## src/rtl/traffic_pkg.sv

```systemverilog
// rtl/traffic_pkg.sv - shared encodings for the traffic sequencer
// Purpose: state encoding, duration-selector codes, lamp patterns and the
//          state-to-interval mapping shared by the sequencer and its bench.
// Ports:   none (package).
package traffic_pkg;

  typedef enum logic [2:0] {
    MAIN_GREEN     = 3'd0,
    MAIN_GREEN2    = 3'd1,
    MAIN_YELLOW    = 3'd2,
    WALK           = 3'd3,
    SIDE_GREEN     = 3'd4,
    SIDE_GREEN_EXT = 3'd5,
    SIDE_YELLOW    = 3'd6
  } state_e;

  localparam logic [1:0] INT_BASE   = 2'b00;
  localparam logic [1:0] INT_EXT    = 2'b01;
  localparam logic [1:0] INT_YELLOW = 2'b10;

  // Lamp vectors are {R,Y,G}.
  localparam logic [2:0] RED = 3'b100;
  localparam logic [2:0] YEL = 3'b010;
  localparam logic [2:0] GRN = 3'b001;

  // Duration selector for a state being entered; only MAIN_GREEN2 depends
  // on the side-street sensor.
  function automatic logic [1:0] interval_for(input state_e s, input logic sensor);
    case (s)
      MAIN_GREEN2:                interval_for = sensor ? INT_EXT : INT_BASE;
      MAIN_YELLOW, SIDE_YELLOW:   interval_for = INT_YELLOW;
      WALK, SIDE_GREEN_EXT:       interval_for = INT_EXT;
      default:                    interval_for = INT_BASE;
    endcase
  endfunction

endpackage

```

## src/rtl/interval_timer.sv

```systemverilog
// rtl/interval_timer.sv - load/decrement/expire tick counter
// Purpose: holds the ticks left in the current state.
// Ports:   clk, resetn (sync, active-low)
//          load    - load cycle: count takes max(value,1), tick ignored
//          tick    - decrement enable
//          value   - duration to load
//          expired - tick seen with count = 1 (state ends on this edge)
//          count   - current counter value
module interval_timer
  import traffic_pkg::*;
#(
  parameter int VALUE_W = 4
) (
  input  logic               clk,
  input  logic               resetn,
  input  logic               load,
  input  logic               tick,
  input  logic [VALUE_W-1:0] value,
  output logic               expired,
  output logic [VALUE_W-1:0] count
);

  localparam logic [VALUE_W-1:0] ONE = 1;

  logic [VALUE_W-1:0] count_q, count_d;

  always_comb begin
    count_d = count_q;
    if (load) begin
      // A zero duration is stretched to one tick so every state is visible.
      count_d = (value == '0) ? ONE : value;
    end else if (tick && (count_q != '0)) begin
      count_d = count_q - ONE;
    end
  end

  always_ff @(posedge clk) begin
    if (!resetn) begin
      count_q <= '0;
    end else begin
      count_q <= count_d;
    end
  end

  assign expired = tick && !load && (count_q == ONE);
  assign count   = count_q;

endmodule

```

## src/rtl/traffic_sequencer.sv

```systemverilog
// rtl/traffic_sequencer.sv - main/side/pedestrian traffic light sequencer
// Purpose: seven-state light FSM with walk latch; durations come from an
//          external time-parameter store addressed by interval.
// Ports:   clk, reset (sync, active-low)
//          tick, sensor, walk_Request, sync_Reprogram - control inputs
//          time_Value  - duration for the current interval (combinational)
//          interval    - registered duration selector
//          main_Light, side_Light ({R,Y,G}), walk_Light - lamps
//          remaining   - ticks left, 0 during the load cycle
module traffic_sequencer
  import traffic_pkg::*;
#(
  parameter int VALUE_W = 4
) (
  input  logic               clk,
  input  logic               reset,
  input  logic               tick,
  input  logic               sensor,
  input  logic               walk_Request,
  input  logic               sync_Reprogram,
  input  logic [VALUE_W-1:0] time_Value,
  output logic [1:0]         interval,
  output logic [2:0]         main_Light,
  output logic [2:0]         side_Light,
  output logic               walk_Light,
  output logic [VALUE_W-1:0] remaining
);

  state_e      state_q, state_d, state_next;
  logic        load_q, load_d;
  logic        walk_q, walk_d;
  logic [1:0]  interval_q, interval_d;
  logic        expired;
  logic [VALUE_W-1:0] count;

  interval_timer #(.VALUE_W(VALUE_W)) u_timer (
    .clk     (clk),
    .resetn  (reset),
    .load    (load_q),
    .tick    (tick),
    .value   (time_Value),
    .expired (expired),
    .count   (count)
  );

  always_comb begin
    case (state_q)
      MAIN_GREEN:     state_next = MAIN_GREEN2;
      MAIN_GREEN2:    state_next = MAIN_YELLOW;
      MAIN_YELLOW:    state_next = walk_q ? WALK : SIDE_GREEN;
      WALK:           state_next = SIDE_GREEN;
      SIDE_GREEN:     state_next = sensor ? SIDE_GREEN_EXT : SIDE_YELLOW;
      SIDE_GREEN_EXT: state_next = SIDE_YELLOW;
      default:        state_next = MAIN_GREEN;
    endcase
  end

  always_comb begin
    state_d    = state_q;
    load_d     = 1'b0;
    interval_d = interval_q;
    walk_d     = walk_q | walk_Request;
    if (sync_Reprogram) begin
      // Restart keeps any pending pedestrian request.
      state_d    = MAIN_GREEN;
      interval_d = INT_BASE;
      load_d     = 1'b1;
    end else if (expired) begin
      state_d    = state_next;
      interval_d = interval_for(state_next, sensor);
      load_d     = 1'b1;
      // Entering WALK serves the request; a new press on this edge is lost.
      if (state_next == WALK) begin
        walk_d = 1'b0;
      end
    end
  end

  always_ff @(posedge clk) begin
    if (!reset) begin
      state_q    <= MAIN_GREEN;
      load_q     <= 1'b1;
      walk_q     <= 1'b0;
      interval_q <= INT_BASE;
    end else begin
      state_q    <= state_d;
      load_q     <= load_d;
      walk_q     <= walk_d;
      interval_q <= interval_d;
    end
  end

  always_comb begin
    main_Light = RED;
    side_Light = RED;
    walk_Light = 1'b0;
    case (state_q)
      MAIN_GREEN, MAIN_GREEN2:    main_Light = GRN;
      MAIN_YELLOW:                main_Light = YEL;
      SIDE_GREEN, SIDE_GREEN_EXT: side_Light = GRN;
      SIDE_YELLOW:                side_Light = YEL;
      WALK:                       walk_Light = 1'b1;
      default:                    main_Light = RED;
    endcase
  end

  assign interval  = interval_q;
  // The counter still holds the previous state's residue while loading.
  assign remaining = load_q ? '0 : count;

endmodule

```

## config.mk

```make
export PLATFORM = sky130hd
export DESIGN_NAME = traffic_sequencer
export DESIGN_NICKNAME = d
export VERILOG_FILES = /design/src/rtl/traffic_pkg.sv /design/src/rtl/interval_timer.sv /design/src/rtl/traffic_sequencer.sv
export SDC_FILE = /design/constraint.sdc
export NUM_CORES = 1
export LEC_CHECK = 0
export CORE_AREA = 2 2 41 43
export CTS_CLUSTER_SIZE = 40
export DETAILED_ROUTE_END_ITERATION = 7
export DIE_AREA = 0 0 43 45
export PLACE_DENSITY = 0.8
export SLEW_MARGIN = 30
export SYNTH_ARGS = -nofsm -noshare
export SYNTH_HDL_FRONTEND = slang
export SYNTH_SLANG_ARGS = --single-unit
```

## constraint.sdc

```tcl
create_clock -name clk -period 3.6 [get_ports clk]
set_input_delay 0.36 -clock clk [delete_from_list [all_inputs] [get_ports clk]]
set_output_delay 0.36 -clock clk [all_outputs]
set_load 0.02 [all_outputs]
```

==> reports/results.ini, run 1 <==
[route]
wirelength_um=1408
first_iter_violations=8
wl_per_cell_um=12.03
drc=0
via_per_inst=5.453
drt_pre_antenna_iters=4
num_vias=638
ant_nets=0

[power]
powerDensity_nw_per_um2=292.6
leakagePower_nw=0.3626
netSwitchingFraction_pct=25.49
power_switching_mw=0.06634
pwr-share-seq_pct=51.7
vdd_ir_drop_max_mv=0.1261
power_mw=0.2603
combPwrFrac_pct=16.7
clkPwrFrac_pct=31.6
p_int_mw=0.1940

[logic_synthesis]
synth_top_area_cell=dfxtp_1
ys.flop_type=dfxtp_1
seq_area_frac_synth_pct=34.65
synthCells=78
avgSynthCellArea_um2=8.149
synth_area_leaders=dfxtp_1, nor2_1, mux2i_1, inv_1, a21oi_1
yosysWarnings=0
syn-num-nets=90
synth_top_area_share_pct=34.65
synthArstFlopShare_pct=0
synth_edf_count=0
synthTopCellsByCount=dfxtp_1, nor2_1, inv_1
syn_area_um2=635.6
synth_seq_cells=11
yosysUniqueCellTypes=32

[timing]
drv_slew=0
hold_ws_ns=0.5125
finClkSkew_ns=0.002909
worstMarginPinSlew_ns=0.3746
fin_ws_ns=1.446
tns_ns=0
post-route-period-util_pct=59.83
rsz0062_at_grt=false
setup_viol=0
period_minus_slack_ns=2.154
hold_viol=0
fmax_mhz=464.3
maxSlewHeadroom_pct=75.00

[finish]
fin_util_pct=60.46
area_growth_pct=39.96
final_cells=117
nets=114
fin_area_um2=889.6
drive_gt1_share_pct=5.941
diodes=0
multi_input_area_um2=372.9
fillCellCount=133
seqCellArea_um2=220.2

[placed_design]
portBuffers=22
post_dp_cell_area_um2=863.3
place.gp.congestion=0.8546
dp_hpwl_um=1047
dp_cells=113
preCtsSetupSlack_ns=1.737

[clock_network]
ctsHoldBuffers=0
clock_sinks=11
htree_levels=1
cts_max_path_buffers=2
cts-resized-gates=0
tritoncts=done
clockRootBuffer=clkbuf_4
cts_setup_buffers=0
numCtsBuffers=3
clk_pin_slew_ns=0.07
clkLatencyLatePin_ns=0.26

[floorplanning]
io_pins=23
placementRows=14
die_y_um=45
die_w_um=43
die_area_um2=1935
initial_utilization_pct=43.20
core_area_um2=1471

[global_route]
grt_overflow=0
antenna_found_initial=0
grt_pass1_vias=628
grt_pass1_wl_um=2470
grt_usage_pct=16.71
grt_start_max_net_pins=13

[job]
drv_cap=0

[setup_path]
crit_type=reg -> out
worst_setup_path_end_kind=primary output
cpMaxStageDelayCell=clkdlybuf4s50_1
worstPathMaxFanout=12
critPathRequiredTime_ns=3.24
cpPeakStageDelay_ns=0.66
arrival_ns=1.79
crit_path_start_kind=flip-flop
crit_path_cell_trace=nor3b_2, clkdlybuf4s50_1

[outcome]
outcome=complete, no violations

[hold_path]
hold_class=reg -> reg

==> sequential cells by signal (all words and copies together), names as in the netlist <==
| signal | cells |
|---|---|
| load_q | 1 |
| walk_q | 1 |
| state_q | 3 |
| u_timer.count | 4 |
| interval | 2 |
==> layout make-up <==
type                    instances  share of cell area [%]
clock buffers                   4                   2.954
inverters                       8                   3.376
multi-input cells              56                   41.91
flip-flops and latches         11                   24.75
well taps                      16                   2.250
repair buffers                 22                   24.75
==> placed cells by master, fill, tap and decap left out, types with 2 or more instances in the layout <==
cell type        count
a211oi_1             2
a21oi_1              5
and3_1               3
clkbuf_4             3
clkdlybuf4s50_1     22
dfxtp_1             11
ha_1                 2
inv_1                7
mux2i_1              3
nand2_1              5
nand2b_1             3
nor2_1              11
nor2b_1              2
nor3_1               2
o21ai_0              2
==> worst max-delay path: cells and delay by family, from the launching register on <==
kind	cells	cell delay [ns]
buf+inv	1	0.66
simple gates	1	0.34
flops	1	0.52
==> worst paths after layout <==
kind,start,endpoint,slack (ns),cells past startpoint
setup / recovery,state_q[1]$_SDFFE_PP0P_,main_Light[1],1.45,2
setup reg to reg,u_timer.count[0]$_SDFFE_PN0P_,u_timer.count[1]$_SDFFE_PN0P_,2.07,6
hold reg to reg,interval[1]$_SDFFE_PP0P_,interval[1]$_SDFFE_PP0P_,0.51,2
hold / removal,interval[1]$_SDFFE_PP0P_,interval[1]$_SDFFE_PP0P_,0.51,2
==> kinds of logic (layout without fill, tap and decap cells) <==
group | after synthesis | in the layout | synth area share, %
fa+ha+maj | 2 | 2 | 3.936
mux | 3 | 3 | 4.725
flops | 11 | 11 | 34.65
simple gates | 32 | 32 | 27.17
xor+xnor | 1 | 1 | 1.378
compound gates | 18 | 18 | 21.46
buf+inv | 11 | 34 | 6.693
==> power by group through the flow <==
stage                     sequential (mW)  combinational (mW)  clock [mW]
after CTS                           0.135              0.0439      0.0854
after global routing                0.136              0.0488      0.0949
after global placement              0.137              0.0428           0
after floorplan                     0.134              0.0265           0
after detailed placement            0.137              0.0433           0
final                               0.135              0.0435      0.0822
==> layer usage <==
metal / vias up / wire (um) / GRT usage [%] / part of all wire [%]
met5: - / 0 / 0 / 0
met4: 0 / 12 / 8.485 / 0.85
met3: 2 / 96 / 4.400 / 6.8
met2: 24 / 661 / 29.70 / 47
met1: 290 / 637 / 18.52 / 45
li1: 322 / - / - / -
(Power assumes the default switching activity.)
==> run 2, diff against run 1 <==
--- a/config.mk
+++ b/config.mk
@@ -5,11 +5,11 @@
 export SDC_FILE = /design/constraint.sdc
 export NUM_CORES = 1
 export LEC_CHECK = 0
-export CORE_AREA = 2 2 41 43
+export CORE_AREA = 2 2 44 46
 export CTS_CLUSTER_SIZE = 40
 export DETAILED_ROUTE_END_ITERATION = 7
-export DIE_AREA = 0 0 43 45
-export PLACE_DENSITY = 0.8
+export DIE_AREA = 0 0 46 48
+export PLACE_DENSITY = 0.74
 export SLEW_MARGIN = 30
 export SYNTH_ARGS = -nofsm -noshare
 export SYNTH_HDL_FRONTEND = slang
==> constraint.sdc (replaced) <==
create_clock -name clk -period 1.8 [get_ports clk]
set_input_delay 0.18 -clock clk [delete_from_list [all_inputs] [get_ports clk]]
set_output_delay 0.18 -clock clk [all_outputs]
set_load 0.02 [all_outputs]
==> run 2 against run 1 <==
Effect of this change:
- die area increased by 14%
- routed wire length up 0.36%
- final cell count grew 1.7%
- highest routed layer unchanged
- critical endpoint is now remaining[1]
- combinational power up 99%
- first-iteration DRC count shrank 50%
- critical path depth is the same
- flip-flop and latch count unchanged
- total power grew 99%
- register-to-register slack worse by 1.8 ns
- clock skew up 0.0035 ns
==> reports/results.ini, run 2 (same netlist as run 1, synthesis figures left out) <==
[timing]
hold_ws_ns=0.4983  ; was 0.5125 ns
post-route-period-util_pct=94.11
tns_ns=0  ; unchanged
period_minus_slack_ns=1.694
rsz0062_at_grt=false  ; unchanged
drv_slew=0  ; unchanged
worstMarginPinSlew_ns=0.3839  ; was 0.3746 ns
maxSlewHeadroom_pct=74.37  ; was 75.00%
setup_viol=0  ; unchanged
fmax_mhz=590.3
fin_ws_ns=0.1060  ; was 1.446 ns
finClkSkew_ns=0.006383  ; was 0.002909 ns
hold_viol=0  ; unchanged

[global_route]
grt_pass1_vias=617  ; was 628
grt_usage_pct=15.16  ; was 16.71%
grt_pass1_wl_um=2394  ; was 2470 um
antenna_found_initial=0  ; unchanged
grt_start_max_net_pins=13  ; unchanged
grt_overflow=0  ; unchanged

[finish]
layout_common_cells=clkdlybuf4s50_1, nor2_1, dfxtp_1, inv_1  ; unchanged
fillCellCount=165  ; was 133
area_growth_pct=42.32  ; was 39.96%
final_common_cell=clkdlybuf4s50_1  ; unchanged
nets=115  ; was 114
fin_util_pct=53.56  ; was 60.46%
diodes=0  ; unchanged
drive_gt1_share_pct=9.804  ; was 5.941%
seqCellArea_um2=224.0  ; was 220.2 um^2
final_cells=119  ; was 117
multi_input_area_um2=372.9  ; unchanged
fin_area_um2=904.6  ; was 889.6 um^2
largest_register_ffs=4  ; unchanged

[route]
first_iter_violations=4  ; was 8
ant_nets=0  ; unchanged
via_per_inst=5.319  ; was 5.453
wl_per_cell_um=11.87  ; was 12.03 um
drt_pre_antenna_iters=3  ; was 4
num_vias=633  ; was 638
wirelength_um=1413  ; was 1408 um
drc=0  ; unchanged

[setup_path]
arrival_ns=1.51  ; was 1.79 ns
timing.rr.end=u_timer.count[1]$_SDFFE_PN0P_  ; unchanged
crit_buf_inv=1  ; unchanged
critPathRequiredTime_ns=1.62  ; was 3.24 ns
r2r_slack_ns=0.23  ; was 2.07 ns
worst_setup_path_end_kind=primary output  ; unchanged
reg2reg_depth=6  ; unchanged
crit_path_start_kind=flip-flop  ; unchanged
crit-reg2reg-launch=u_timer.count[0]$_SDFFE_PN0P_  ; unchanged
cpMaxStageDelayCell=clkdlybuf4s50_1  ; unchanged
crit_type=reg -> out  ; unchanged
critPathTopFamily=buffers and inverters  ; unchanged
cp-startpoint=load_q$_SDFF_PP1_  ; was state_q[1]$_SDFFE_PP0P_
crit_path_cell_trace=nor2_1, clkdlybuf4s50_1  ; was nor3b_2, clkdlybuf4s50_1
worstPathMaxFanout=12  ; unchanged
path_depth=2  ; unchanged
timing.critical_path.to=remaining[1]  ; was main_Light[1]
cpPeakStageDelay_ns=0.63  ; was 0.66 ns

[job]
drv_cap=0  ; unchanged

[clock_network]
clock_sinks=11  ; unchanged
clk_pin_slew_ns=0.06  ; was 0.07 ns
cts_max_path_buffers=2  ; unchanged
clkLatencyLatePin_ns=0.26  ; about the same
htree_levels=1  ; unchanged
numCtsBuffers=3  ; unchanged
clockRootBuffer=clkbuf_4  ; unchanged
tritoncts=done  ; unchanged
cts_setup_buffers=0  ; unchanged

[hold_path]
hold_class=reg -> reg  ; unchanged

[placed_design]
dp_cells=115  ; was 113
dp_hpwl_um=1034  ; was 1047 um
preCtsSetupSlack_ns=0.1928  ; was 1.737 ns
place.gp.congestion=0.8503  ; was 0.8546
portBuffers=22  ; unchanged
post_dp_cell_area_um2=872.1  ; was 863.3 um^2

[floorplanning]
placementRows=15  ; was 14
die_area_um2=2208  ; was 1935 um^2
io_pins=23  ; unchanged
core_area_um2=1689  ; was 1471 um^2
die_y_um=48  ; was 45 um
die_w_um=46  ; was 43 um
initial_utilization_pct=37.63  ; was 43.20%

[power]
powerDensity_nw_per_um2=572.0  ; was 292.6 nW/um^2
leakagePower_nw=0.3883  ; was 0.3626 nW
power_mw=0.5175  ; was 0.2603 mW
vdd_ir_drop_max_mv=0.3586  ; was 0.1261 mV

[outcome]
outcome=complete, no violations  ; unchanged

==> run 2: cell count changes in the layout (fill, tap and decap cells not counted), sizes merged <==
cell           delta
buf               +1
clkdlybuf4s50     -1
dlymetal6s2s      +1
==> run 2: layer usage <==
layer	up-vias	track usage (%)	wire length, um
met3	2	4.151	87
met4	0	10.29	7
met1	291	17.71	644
met5	-	0	0
met2	19	24.17	673
li1	321	-	-
==> run 2: layout make-up <==
| class | count | area share [%] |
|---|---|---|
| Inverter | 8 | 3.320 |
| Sequential cell | 11 | 24.76 |
| Timing Repair Buffer | 23 | 25.45 |
| Tap cell | 17 | 2.351 |
| Clock buffer | 4 | 2.905 |
| Multi-Input combinational cell | 56 | 41.22 |
==> run 2: worst min-delay path by stage <==
stage / end / start / cells past startpoint
floorplan: u_timer.count[2]$_SDFFE_PN0P_ / reset / 1
global placement: interval[0]$_SDFFE_PP0P_ / interval[0]$_SDFFE_PP0P_ / 2
detailed placement: interval[0]$_SDFFE_PP0P_ / interval[0]$_SDFFE_PP0P_ / 2
CTS: interval[0]$_SDFFE_PP0P_ / interval[0]$_SDFFE_PP0P_ / 2
global route: walk_q$_SDFF_PN0_ / sync_Reprogram / 3
finish: interval[0]$_SDFFE_PP0P_ / interval[0]$_SDFFE_PP0P_ / 2
==> run 2: repair_timing <==
item / 4_1_cts / 5_1_grt
endpoints found under the setup margin: 1 / 5
resized for setup: 1 / 3
endpoints found under the hold margin: 0 / 0
hold buffers: 0 / 0
==> run 2: tightest hold or removal path, cell delays in order, from the launching register on <==
cell     delay, ns
dfxtp_1       0.33
mux2i_1       0.07
nor2_1        0.07
==> run 2: report_power, final <==
part	total (mW)	switching [mW]	internal, mW
clock network	0.161	0.0759	0.0855
registers	0.269	0.0154	0.254
logic	0.0867	0.0381	0.0485
total	0.517	0.129	0.388
==> run 3, diff against run 2 <==
--- a/config.mk
+++ b/config.mk
@@ -9,7 +9,9 @@
 export CTS_CLUSTER_SIZE = 40
 export DETAILED_ROUTE_END_ITERATION = 7
 export DIE_AREA = 0 0 46 48
-export PLACE_DENSITY = 0.74
+export PLACE_DENSITY = 0.71
+export RECOVER_POWER = 25
+export SKIP_LAST_GASP = 1
 export SLEW_MARGIN = 30
 export SYNTH_ARGS = -nofsm -noshare
 export SYNTH_HDL_FRONTEND = slang
==> run 3 against run 2 <==
Effect of this change:
- final cell count unchanged
- clock skew decreased by 0.0049 ns
- cell area decreased by 0.97%
- largest power group unchanged
- largest cell class unchanged
- worst hold slack got worse by 0.0046 ns
- global-route usage decreased by 0.054 points
- fmax about the same
- total power increased by 0.72%
- setup slack got worse by 0.00098 ns
- sequential share of layout area increased by 0.24 points
==> reports/results.ini, run 3 (same netlist as run 1, synthesis figures left out) <==
[route]
dr_wl_met3_um=95  ; was 87 um
drc=0  ; unchanged
wirelength_um=1389  ; was 1413 um
wl_per_cell_um=11.67  ; was 11.87 um
wl_met1_um=667  ; was 644 um
num_vias=627  ; was 633
wl_met2_um=611  ; was 673 um
dr.max_layer_used=met4  ; unchanged
first_iter_violations=10  ; was 4
drt_pre_antenna_iters=6  ; was 3
via_per_inst=5.269  ; was 5.319
ant_nets=0  ; unchanged

[floorplanning]
io_pins=23  ; unchanged
initial_utilization_pct=37.63  ; unchanged
die_area_um2=2208  ; unchanged
die_y_um=48  ; unchanged
core_area_um2=1689  ; unchanged
die_w_um=46  ; unchanged
placementRows=15  ; unchanged

[placed_design]
dp_hpwl_um=1015  ; was 1034 um
preCtsSetupSlack_ns=0.1742  ; was 0.1928 ns
portBuffers=22  ; unchanged
place.gp.congestion=0.8245  ; was 0.8503

[timing]
period_minus_slack_ns=1.695  ; was 1.694 ns
setup_viol=0  ; unchanged
rsz0062_at_grt=false  ; unchanged
post-route-period-util_pct=94.17  ; was 94.11%
hold_viol=0  ; unchanged
drv_slew=0  ; unchanged
tns_ns=0  ; unchanged
fmax_mhz=590.0  ; was 590.3 MHz
maxSlewHeadroom_pct=75.44  ; was 74.37%
fin_ws_ns=0.1050  ; was 0.1060 ns
worstMarginPinSlew_ns=0.3679  ; was 0.3839 ns
finClkSkew_ns=0.001498  ; was 0.006383 ns

[outcome]
outcome=complete, no violations  ; unchanged

[global_route]
grt_pass1_wl_um=2435  ; was 2394 um
grt_pass1_vias=574  ; was 617
grt_usage_pct=15.11  ; was 15.16%
antenna_found_initial=0  ; unchanged
grt_start_max_net_pins=13  ; unchanged
grt_overflow=0  ; unchanged

[clock_network]
clkLatencyLatePin_ns=0.26  ; about the same
cts_max_path_buffers=2  ; unchanged
clockRootBuffer=clkbuf_4  ; unchanged
numCtsBuffers=3  ; unchanged
clock_sinks=11  ; unchanged
clk_pin_slew_ns=0.07  ; was 0.06 ns
tritoncts=done  ; unchanged
cts_setup_buffers=0  ; unchanged
htree_levels=1  ; unchanged

[power]
leakagePower_nw=0.3746  ; was 0.3883 nW
vdd_ir_drop_max_mv=0.3200  ; was 0.3586 mV
powerDensity_nw_per_um2=581.8  ; was 572.0 nW/um^2

[finish]
diodes=0  ; unchanged
layout_common_cells=clkdlybuf4s50_1, nor2_1, dfxtp_1, inv_1  ; unchanged
nets=115  ; unchanged
largest_register_ffs=4  ; unchanged
drive_gt1_share_pct=9.804  ; unchanged
area_growth_pct=40.94  ; was 42.32%
final_common_cell=clkdlybuf4s50_1  ; unchanged

[setup_path]
crit_path_start_kind=flip-flop  ; unchanged
critPathRequiredTime_ns=1.62  ; about the same
worst_setup_path_end_kind=primary output  ; unchanged
worstPathMaxFanout=7  ; was 12
arrival_ns=1.51  ; about the same
crit_type=reg -> out  ; unchanged

[hold_path]
hold_class=reg -> reg  ; unchanged

[job]
drv_cap=0  ; unchanged

[run 3: through the flow]
step / instances / hold WS (ns) / total power, mW / cell area, um^2 / util, %
3_5_place_dp: 115 / 0.4852 / 0.3617 / 872.1 / 51.63
2_1_floorplan: 78 / 0.3112 / 0.3215 / 635.6 / -
4_1_cts: 119 / 0.5070 / 0.5274 / 899.6 / 53.26
3_3_place_gp: 115 / 0.4941 / 0.3601 / 872.1 / 51.63
6_report: 119 / 0.4937 / 0.5212 / 895.9 / 53.04
5_1_grt: 119 / 0.5561 / 0.5541 / 895.9 / 53.04
[run 3: critical path, stage by stage (launching register included)]
cell and delay [ns]:
dfxtp_2 0.36, inv_1 0.13, and3_1 0.16, clkdlybuf4s50_1 0.60
[run 3: per-layer routing]
layer	track usage, %	up-vias
met2	25.28	24
met1	19.59	276
met5	0	-
met4	5.143	0
met3	2.642	2
li1	-	325
[run 3: area by class of cell]
cell class | count | area (um^2)
timing repair buffer | 23 | 221.5
multi-input combinational | 56 | 372.9
inverter | 8 | 30.03
tap | 17 | 21.27
fill | 173 | 793.3
sequential | 11 | 224.0
clock buffer | 4 | 26.28
[run 3: power by group]
part	switching [mW]	total, mW	internal (mW)
logic	0.0386	0.0872	0.0486
clock network	0.0792	0.165	0.0857
registers	0.0151	0.269	0.254
[run 3: path summary, 6_finish.rpt]
kind         cells after the start                     startpoint                             to  slack (ns)
max                              3        state_q[2]$_SDFFE_PP0P_                     walk_Light        0.11
min                              2       interval[0]$_SDFFE_PP0P_       interval[0]$_SDFFE_PP0P_        0.49
max reg2reg                      6  u_timer.count[0]$_SDFFE_PN0P_  u_timer.count[1]$_SDFFE_PN0P_        0.27
min reg2reg                      2       interval[0]$_SDFFE_PP0P_       interval[0]$_SDFFE_PP0P_        0.49
[run 3: what timing repair did]
| item | in CTS | in global routing |
|---|---|---|
| hold buffers | 0 | 0 |
| endpoints found under the setup margin | 1 | 5 |
| endpoints found under the hold margin | 0 | 0 |
| resized for setup | 1 | 3 |
